### src/rtl/regfile_pkg.sv
`default_nettype none
// ============================================================================
// Module   : regfile_pkg
// Brief    : Shared widths and clear-engine state encoding for regfile_mp.
// Revision : 1.0
// ============================================================================
package regfile_pkg;

    localparam int c_DEF_DW = 32;
    localparam int c_DEF_AW = 5;

    typedef enum logic [1:0] {
        IDLE = 2'd0,
        CLR  = 2'd1,
        DONE = 2'd2
    } clr_state_e;

endpackage : regfile_pkg
`default_nettype wire

### src/rtl/regfile_mp_if.sv
`default_nettype none
// ============================================================================
// Module   : regfile_mp_if
// Brief    : Read, write, issue and clear signals between pipeline and regfile.
// Revision : 1.0
// ============================================================================
interface regfile_mp_if
    import regfile_pkg::*;
#(
    parameter int DW  = c_DEF_DW,
    parameter int AW  = c_DEF_AW,
    parameter int NRD = 2
) ();

    logic [NRD*AW-1:0] ra;
    logic [NRD*DW-1:0] rd;
    logic [NRD-1:0]    rpend;

    logic              we0;
    logic [AW-1:0]     wa0;
    logic [DW-1:0]     wd0;
    logic              we1;
    logic [AW-1:0]     wa1;
    logic [DW-1:0]     wd1;

    logic              iss_v;
    logic [AW-1:0]     iss_a;

    logic              clr_req;
    logic              clr_busy;

    modport master (
        output ra, we0, wa0, wd0, we1, wa1, wd1, iss_v, iss_a, clr_req,
        input  rd, rpend, clr_busy
    );

    modport slave (
        input  ra, we0, wa0, wd0, we1, wa1, wd1, iss_v, iss_a, clr_req,
        output rd, rpend, clr_busy
    );

endinterface : regfile_mp_if
`default_nettype wire

### src/rtl/regfile_bypass.sv
`default_nettype none
// ============================================================================
// Module   : regfile_bypass
// Brief    : One read port: write-to-read forwarding with port 1 first, plus
//            the hard-wired zero register.
// Revision : 1.0
// ============================================================================
module regfile_bypass
    import regfile_pkg::*;
#(
    parameter int DW       = c_DEF_DW,
    parameter int AW       = c_DEF_AW,
    parameter bit ZERO_REG = 1'b1
) (
    input  wire logic [AW-1:0] i_ra,
    input  wire logic [DW-1:0] i_word,
    input  wire logic          i_we0,
    input  wire logic [AW-1:0] i_wa0,
    input  wire logic [DW-1:0] i_wd0,
    input  wire logic          i_we1,
    input  wire logic [AW-1:0] i_wa1,
    input  wire logic [DW-1:0] i_wd1,
    output logic      [DW-1:0] o_rd
);

    always_comb begin
        o_rd = i_word;
        if (ZERO_REG && (i_ra == '0)) begin
            o_rd = '0;
        end else if (i_we1 && (i_wa1 == i_ra)) begin
            o_rd = i_wd1;
        end else if (i_we0 && (i_wa0 == i_ra)) begin
            o_rd = i_wd0;
        end
    end

endmodule : regfile_bypass
`default_nettype wire

### src/rtl/regfile_mp.sv
`default_nettype none
// ============================================================================
// Module   : regfile_mp
// Brief    : Two-write, NRD-read register file with bypass, pending
//            scoreboard and a one-entry-per-cycle clear engine.
// Revision : 1.0
// ============================================================================
module regfile_mp
    import regfile_pkg::*;
#(
    parameter int DW       = c_DEF_DW,
    parameter int AW       = c_DEF_AW,
    parameter int NRD      = 2,
    parameter bit ZERO_REG = 1'b1
) (
    input  wire logic   clk,
    input  wire logic   reset,
    regfile_mp_if.slave bus
);

    localparam int            c_DEPTH = 1 << AW;
    localparam logic [AW:0]   c_LAST  = (AW+1)'(c_DEPTH - 1);

    logic [DW-1:0]      r_mem [c_DEPTH];
    logic [c_DEPTH-1:0] r_pend;

    clr_state_e         r_state;
    logic [AW:0]        r_ptr;
    logic               r_clr_busy;

    logic               w_we0;
    logic               w_we1;
    logic               w_iss;
    logic               w_clr_act;
    logic [AW-1:0]      w_clr_idx;
    logic [NRD*DW-1:0]  w_rd;
    logic [NRD-1:0]     w_rpend;

    // Qualified strobes: the clear engine owns the array while busy, and the
    // zero register swallows writes and issues.
    assign w_we0     = bus.we0   && !r_clr_busy && !(ZERO_REG && (bus.wa0   == '0));
    assign w_we1     = bus.we1   && !r_clr_busy && !(ZERO_REG && (bus.wa1   == '0));
    assign w_iss     = bus.iss_v && !r_clr_busy && !(ZERO_REG && (bus.iss_a == '0));
    assign w_clr_act = (r_state == CLR);
    assign w_clr_idx = r_ptr[AW-1:0];

    always_ff @(posedge clk or negedge reset) begin
        if (!reset) begin
            r_state    <= IDLE;
            r_ptr      <= '0;
            r_clr_busy <= 1'b0;
        end else begin
            unique case (r_state)
                IDLE: begin
                    if (bus.clr_req) begin
                        r_state    <= CLR;
                        r_ptr      <= '0;
                        r_clr_busy <= 1'b1;
                    end
                end
                CLR: begin
                    r_ptr <= r_ptr + 1'b1;
                    if (r_ptr == c_LAST) begin
                        r_state <= DONE;
                    end
                end
                DONE: begin
                    r_state    <= IDLE;
                    r_clr_busy <= 1'b0;
                end
                default: begin
                    r_state    <= IDLE;
                    r_clr_busy <= 1'b0;
                end
            endcase
        end
    end

    // Port 1 is written after port 0 so it wins a same-address collision;
    // the issue set comes last so a new issue supersedes a completing write.
    always_ff @(posedge clk or negedge reset) begin
        if (!reset) begin
            for (int i = 0; i < c_DEPTH; i++) begin
                r_mem[i] <= '0;
            end
            r_pend <= '0;
        end else if (w_clr_act) begin
            r_mem[w_clr_idx]  <= '0;
            r_pend[w_clr_idx] <= 1'b0;
        end else begin
            if (w_we0) begin
                r_mem[bus.wa0]  <= bus.wd0;
                r_pend[bus.wa0] <= 1'b0;
            end
            if (w_we1) begin
                r_mem[bus.wa1]  <= bus.wd1;
                r_pend[bus.wa1] <= 1'b0;
            end
            if (w_iss) begin
                r_pend[bus.iss_a] <= 1'b1;
            end
        end
    end

    for (genvar k = 0; k < NRD; k++) begin : g_rd
        logic [AW-1:0] w_ra;
        assign w_ra = bus.ra[k*AW +: AW];

        regfile_bypass #(
            .DW       (DW),
            .AW       (AW),
            .ZERO_REG (ZERO_REG)
        ) u_bypass (
            .i_ra   (w_ra),
            .i_word (r_mem[w_ra]),
            .i_we0  (w_we0),
            .i_wa0  (bus.wa0),
            .i_wd0  (bus.wd0),
            .i_we1  (w_we1),
            .i_wa1  (bus.wa1),
            .i_wd1  (bus.wd1),
            .o_rd   (w_rd[k*DW +: DW])
        );

        assign w_rpend[k] = r_pend[w_ra] &&
                            !((w_we0 && (bus.wa0 == w_ra)) || (w_we1 && (bus.wa1 == w_ra)));
    end : g_rd

    assign bus.rd       = w_rd;
    assign bus.rpend    = w_rpend;
    assign bus.clr_busy = r_clr_busy;

endmodule : regfile_mp
`default_nettype wire

### src/flat_wrapper.sv
// flat-port wrapper written by rule: the top's interface ports become plain ports
module regfile_mp_flat import regfile_pkg::*;
#(
    parameter int DW       = c_DEF_DW,
    parameter int AW       = c_DEF_AW,
    parameter int NRD      = 2,
    parameter bit ZERO_REG = 1'b1
)
  (clk, reset, bus_ra, bus_we0, bus_wa0, bus_wd0, bus_we1, bus_wa1, bus_wd1, bus_iss_v, bus_iss_a, bus_clr_req, bus_rd, bus_rpend, bus_clr_busy);
  regfile_mp_if #(.DW(DW), .AW(AW), .NRD(NRD)) bus_i ();
  input  wire logic clk;
  input  wire logic reset;
  input wire logic [$bits(bus_i.ra)-1:0] bus_ra;
  input wire logic [$bits(bus_i.we0)-1:0] bus_we0;
  input wire logic [$bits(bus_i.wa0)-1:0] bus_wa0;
  input wire logic [$bits(bus_i.wd0)-1:0] bus_wd0;
  input wire logic [$bits(bus_i.we1)-1:0] bus_we1;
  input wire logic [$bits(bus_i.wa1)-1:0] bus_wa1;
  input wire logic [$bits(bus_i.wd1)-1:0] bus_wd1;
  input wire logic [$bits(bus_i.iss_v)-1:0] bus_iss_v;
  input wire logic [$bits(bus_i.iss_a)-1:0] bus_iss_a;
  input wire logic [$bits(bus_i.clr_req)-1:0] bus_clr_req;
  output wire logic [$bits(bus_i.rd)-1:0] bus_rd;
  output wire logic [$bits(bus_i.rpend)-1:0] bus_rpend;
  output wire logic [$bits(bus_i.clr_busy)-1:0] bus_clr_busy;
  assign bus_i.ra = bus_ra;
  assign bus_i.we0 = bus_we0;
  assign bus_i.wa0 = bus_wa0;
  assign bus_i.wd0 = bus_wd0;
  assign bus_i.we1 = bus_we1;
  assign bus_i.wa1 = bus_wa1;
  assign bus_i.wd1 = bus_wd1;
  assign bus_i.iss_v = bus_iss_v;
  assign bus_i.iss_a = bus_iss_a;
  assign bus_i.clr_req = bus_clr_req;
  assign bus_rd = bus_i.rd;
  assign bus_rpend = bus_i.rpend;
  assign bus_clr_busy = bus_i.clr_busy;
  regfile_mp #(.DW(DW), .AW(AW), .NRD(NRD), .ZERO_REG(ZERO_REG)) u_core (.clk(clk), .reset(reset), .bus(bus_i));
endmodule
### config.mk
export PLATFORM = sky130hd
export DESIGN_NAME = regfile_mp_flat
export DESIGN_NICKNAME = d
export VERILOG_FILES = /design/src/rtl/regfile_pkg.sv /design/src/rtl/regfile_mp_if.sv /design/src/rtl/regfile_bypass.sv /design/src/rtl/regfile_mp.sv /design/src/flat_wrapper.sv
export SDC_FILE = /design/constraint.sdc
export NUM_CORES = 2
export LEC_CHECK = 0
export CAP_MARGIN = 20
export CELL_PAD_IN_SITES_DETAIL_PLACEMENT = 1
export CELL_PAD_IN_SITES_GLOBAL_PLACEMENT = 1
export CORE_AREA = 2 2 467 469
export CTS_BUF_LIST = sky130_fd_sc_hd__clkbuf_4
export CTS_CLUSTER_SIZE = 20
export DETAILED_ROUTE_END_ITERATION = 10
export DIE_AREA = 0 0 469 471
export MAX_ROUTING_LAYER = met4
export PLACE_DENSITY_LB_ADDON = 0.2
export SETUP_SLACK_MARGIN = 0.02
export SYNTH_ARGS = -nofsm -noshare
export SYNTH_HDL_FRONTEND = slang
export SYNTH_SLANG_ARGS = --single-unit
export TNS_END_PERCENT = 1
### constraint.sdc
create_clock -name clk -period 3.6 [get_ports clk]
set_clock_uncertainty 0.1 [all_clocks]
set_input_delay 0.72 -clock clk [delete_from_list [all_inputs] [get_ports clk]]
set_output_delay 0.72 -clock clk [all_outputs]
set_load 0.02 [all_outputs]
-- Word level (Yosys, flattened, before mapping)
Index checks and enable logic that the tools add are counted.
- input bits: 95
- register bits after elaboration: 1065
- output and inout bits: 67
- word-level logic and storage cells: 164
- equality and inequality tests: 8
- reductions and logical operators: 37
- add/subtract/negate cells: 1
- bitwise operators: 15
- mux-type cells: 49
- magnitude comparators: 18
- operators with widths (cell ; count):
    1024-bit two-way mux ; 4
    1024-bit bitwise mux ; 2
    1024-bit bitwise AND ; 1
    1024-bit NOT ; 1
    32-bit two-way mux ; 19
    32-bit demux with 5-bit select ; 3
    32-bit binary-select mux with 5-bit select ; 2
    32-bit bitwise AND ; 3
    32-bit NOT ; 3
    5-bit by 6-bit less-than comparator with 1-bit output (second input constant) ; 6
    32-bit OR ; 1
    6-bit greater-or-equal comparator (second input constant) ; 5
    5-bit NOT with 6-bit output ; 5
    5-bit logical NOT ; 5
    1-bit demux with 5-bit select ; 4
    5-bit equality test ; 4
    5-bit by 1-bit greater-or-equal comparator with 1-bit output (second input constant) ; 4
    1-bit logical AND ; 19
    6-bit by 1-bit less-than comparator with 1-bit output (second input constant) ; 3
    6-bit case mux with 2 select lines ; 1
    1-bit binary-select mux with 5-bit select ; 2
    1-bit two-way mux ; 7
    6-bit by 1-bit adder with 6-bit output (second input constant) ; 1
    6-bit by 5-bit equality test with 1-bit output (second input constant) ; 1
    other kinds (12) ; 22

-- Longest topological paths before layout
- depth in word-level cells: 14
- depth in mapped cells: 12
- mapped depth without buffers: 7

-- Modules after synthesis
Synthesis repeated with hierarchy kept, for this count alone.
- cells, all modules: 8033
- area, all modules: 76054.2 um2
- by module, submodules not included (module ; area an instance (um2) ; times used ; seq. area each (um2) ; cells an instance):
    regfile_mp ; 73476.7 ; 1 ; 26650.6 ; 7679
    regfile_bypass ; 1288.7 ; 2 ; 0.0 ; 177

-- Least setup slack after synthesis
No wires, ideal clock.
- kind: input -> output
- start point: input bus_wa1[1]
- end point: output bus_rd[44]
- buffers on the path: 5
- data required time: 2.780 ns
- path slack: -0.254 ns
- arrival time: 3.034 ns
- cell stages on the path: 11
- cell sequence: buf_4 > or2_1 > buf_2 > o41ai_4 > or4_1 > buf_4 > nand2b_4 > or3_1 > buf_2 > buf_6 > o31ai_1
- word-level cells in the longest chain between the ends: 6
- elaborated cells on any way between the ends: 7
- RTL lines (what ; RTL line ; source):
    from (decl) ; flat_wrapper.sv:18 ; input wire logic [$bits(bus_i.wa1)-1:0] bus_wa1;
    5-bit logical NOT ; regfile_mp.sv:42 ; assign w_we1 = bus.we1 && !r_clr_busy && !(ZERO_REG && (bus.wa1 == '0));
    1-bit logical NOT ; regfile_mp.sv:42 ;
    1-bit logical AND ; regfile_mp.sv:42 ;
    1-bit logical AND (*) ; regfile_bypass.sv:30 ; end else if (i_we1 && (i_wa1 == i_ra)) begin
    32-bit two-way mux (*) ; regfile_bypass.sv:30 ;
    32-bit two-way mux (*) ; regfile_bypass.sv:28 ; if (ZERO_REG && (i_ra == '0)) begin
    to (decl) ; flat_wrapper.sv:23 ; output wire logic [$bits(bus_i.rd)-1:0] bus_rd;
Every way passes the cells marked *; elsewhere a longest branch is shown, timed or not.

-- Worst setup path in the final report
- start point: register u_core.r_clr_busy (netlist: u_core.bus.clr_busy)
- end point: output bus_rd[44]
- word-level cells in the longest chain between the ends: 7
- elaborated cells on any way between the ends: 10
- RTL lines (what ; RTL line ; source):
    from (decl) ; regfile_mp.sv:29 ; logic r_clr_busy;
    from (signal assigned) ; regfile_mp.sv:51 ; r_clr_busy <= 1'b0;
    from (signal assigned) ; regfile_mp.sv:58 ; r_clr_busy <= 1'b1;
    from (signal assigned) ; regfile_mp.sv:69 ; r_clr_busy <= 1'b0;
    1-bit logical NOT (*) ; regfile_mp.sv:41, regfile_mp.sv:42 ;
    1-bit logical AND (2 in a row) ; regfile_mp.sv:41 ; assign w_we0 = bus.we0 && !r_clr_busy && !(ZERO_REG && (bus.wa0 == '0));
    1-bit logical AND ; regfile_bypass.sv:32 ; end else if (i_we0 && (i_wa0 == i_ra)) begin
    32-bit two-way mux ; regfile_bypass.sv:32 ;
    32-bit two-way mux (*) ; regfile_bypass.sv:30 ;
    32-bit two-way mux (*) ; regfile_bypass.sv:28 ;
Marks and branches as above.

==> results by group <==
Worst setup path
  – CP Class: reg2out
  – CP Launch Type: flop
  – CP Max Fanout: 14
  – Crit. End Element: output port
  – R2r setup slk: 230 ps
  – Worst reg2reg startpoint: u_core.bus.clr_busy
  – Critical path's slowest cell: a222oi_1
  – R2R Path End: u_core.r_mem[947]
  – Critical path's largest stage delay: 720 ps
  – R2r worst-path depth: 10
  – Worst-path cell chain: and2b_2 > o41ai_4 > or4_4 > and2_4 > buf_12 > a222oi_1 > o31ai_4 > buf_6
  – Critical Path RT: 2780 ps
  – WP data arrival: 4320 ps

Timing
  – Worst slew pin tran: 1120 ps
  – Slew HR: 25.3%
  – Final Max Slew Viols: 0
  – RSZ-0062 raised after global routing: yes
  – Setup TNS: -79210 ps
  – Final Hold Viols: 0
  – Fmax: 195 MHz
  – Fin crit period: 5140 ps
  – Setup ws final: -1540 ps
  – Min Hold Slack: 101 ps
  – Finish-stage setup viols: 66
  – Period utilization: 143%

Placed design
  – Post-Place Cells: 11000
  – Gpl congestion: 1.06
  – Setup WS pre-CTS: -1350 ps
  – Post-DP HPWL: 324 mm
  – Post-placement cell area: 87200 um2
  – Port bufs: 161

Global routing
  – All-Layer GR Usage: 43.2%
  – Vias in the first global route: 78500
  – First-pass GRT wire length: 649 mm
  – Initial antenna violation count: 47
  – Gr ovfl total: 0
  – Pin count of the biggest net entering global routing: 171

Clock tree
  – Longest Clk Path Bufs: 4
  – CTS clock-pin slew for the worst setup and hold paths: 60 ps
  – CTS tree: yes
  – Clk sink count: 1065
  – Total CTS buffers: 356
  – Clock latency on the worst-skew pair: 1440 ps
  – H-tree Lvls: 5
  – CTS Root Cell: clkbuf_4

Logic synthesis
  – Synth Flop Type: dfrtp_1
  – Post-Syn Area per Cell: 9.49 um2
  – Top-count cell post-synth: nand2_1
  – Library cell with the largest summed area after synthesis: dfrtp_1
  – Top cell type's share of synthesized area: 35.5%
  – Post-Syn Area: 75100 um2
  – Syn Nets: 8010
  – Area contributors post-synth: dfrtp_1 35%, mux4_2 12%, mux2i_1 12%, a22o_1 8.8%, nand2_1 5.6%
  – Yosys reg bits: 1065
  – Yosys Warn Count: 0
  – Post-synth EDFFs: 0
  – Synth cell types: 64
  – Synth Instances: 7911
  – Register area share after synthesis: 35.5%
  – Synth top cells by count: 1129 x nand2_1, 1065 x dfrtp_1, 911 x mux2i_1
  – FFs w/ async S/R, synth: 100%

Layout
  – Share of cells above drive strength 1: 27.2%
  – Synth-to-layout area growth: 23.5%
  – Final net count: 8661
  – Non-Filler Instances: 11700
  – Fill cells: 24100
  – Final instance area: 92700 um2
  – Post-layout util: 42.9%

Power
  – Max VDD drop: 381 uV
  – Leak pwr: 39.4 nW
  – Tot Pwr: 50.1 mW
  – Power Density: 540 nW/um2

Die
  – Starting density of the core: 34.7%
  – I/O pins: 162
  – Die area: 221000 um2
  – Core Region: 216000 um2
  – Die X: 469 um
  – Die H: 471 um
  – Row count: 171

Job
  – Max-cap violations: 0

Worst hold path
  – Hold Crit Start: bus_iss_v
  – Worst Hold Path EP: u_core.r_pend[29]
  – Worst Hold Class: in2reg
  – Worst hold stages: 5

Detailed routing
  – Iteration-0 DRC Markers: 10400
  – WL met2: 199 mm
  – DRT Wirelength: 471 mm
  – WL/cell: 40.4 um
  – Total number of vias: 78900
  – Post-route antenna net violation count: 0
  – Drt first pass iters: 6
  – Met3 wire len: 48.3 mm
  – Uppermost routed layer: met4
  – Wire length on met1: 179 mm
  – DR DRC count: 0
  – DR vias/cell: 6.77

Run status
  – Violated checks: setup timing
  – Run status: finished, violations left
-- how the worst max path moves through the flow --
| stage | endpoint | slack (ps) | from | cells after the start |
|---|---|---|---|---|
| after floorplan | bus_rd[38] | -100 | bus_wa1[1] | 11 |
| after global placement | bus_rd[53] | -1330 | bus_wa1[1] | 10 |
| after detailed placement | bus_rd[44] | -1350 | bus_we1 | 10 |
| after CTS | bus_rd[15] | -1490 | u_core.bus.clr_busy | 13 |
| after global routing | bus_rd[44] | -1450 | u_core.bus.clr_busy | 8 |
| final | bus_rd[44] | -1540 | u_core.bus.clr_busy | 8 |
-- per-layer routing --
layer  vias to the layer above  global-route usage, %
met5                         -                      -
met4                         0                   34.6
met3                      1502                   11.6
met2                      5244                   59.8
met1                     41100                   52.5
li1                      31100                      -
-- report_power, final --
part / switching (mW) / internal, mW / total [mW]
Combinational: 12.9 / 7.67 / 20.6
Sequential: 2.66 / 14.3 / 16.9
Clock: 6.43 / 6.16 / 12.6
-- placed cells by master (no fill, tap or decap), types with 65 or more instances in the layout --
cell type,instances
buf_12,227
a21oi_1,465
mux4_2,413
dlygate4sd3_1,65
and3_1,233
o21ai_0,760
clkbuf_4,489
nor2_1,304
a22o_1,757
buf_4,838
buf_2,71
a31oi_1,79
dfrtp_1,1064
mux2i_1,909
nand2_1,1119
-- registers in the layout, summed over array words and instances, names as in the netlist --
register	count
u_core.r_mem	1024
u_core.r_pend	32
u_core.r_ptr	6
u_core.r_state	2
u_core.bus.clr_busy	1
-- worst max-delay path: cells and delay by family (launching register included) --
family          cells  cell delay, ps
buf+inv             2             370
compound gates      3            1080
flops               1             450
simple gates        3             960
-- timing repair --
action | in CTS | in global routing
buffers inserted | 5 | 2
resized for setup | 212 | 26
hold endpoints to repair | 1557 | 0
pin swaps | 29 | 10
setup endpoints to repair | 67 | 66
hold buffers | 66 | 0
gates cloned | 3 | 0
-- cell type report --
cell class / instances / area (um2) / share of cell area, %
Clock buffer: 489 / 3670 / 3.96
Timing Repair Buffer: 1282 / 12800 / 13.8
Inverter: 14 / 53.8 / 0.0580
Tap cell: 2854 / 3570 / 3.85
Antenna cell: 44 / 110 / 0.119
Multi-Input combinational cell: 5843 / 45500 / 49.1
Clock inverter: 72 / 278 / 0.300
Sequential cell: 1065 / 26700 / 28.8
-- cell families after synthesis --
group,synth area share (%)
AOI/OAI and AO/OA,22.4
xor gates and xnor gates,0.233
adders and majority gates,0.0667
buffers and inverters,5.44
DFF,35.5
muxes,25.2
and+or+nand+nor,11.1
Power figures use the tool's default switching activity.
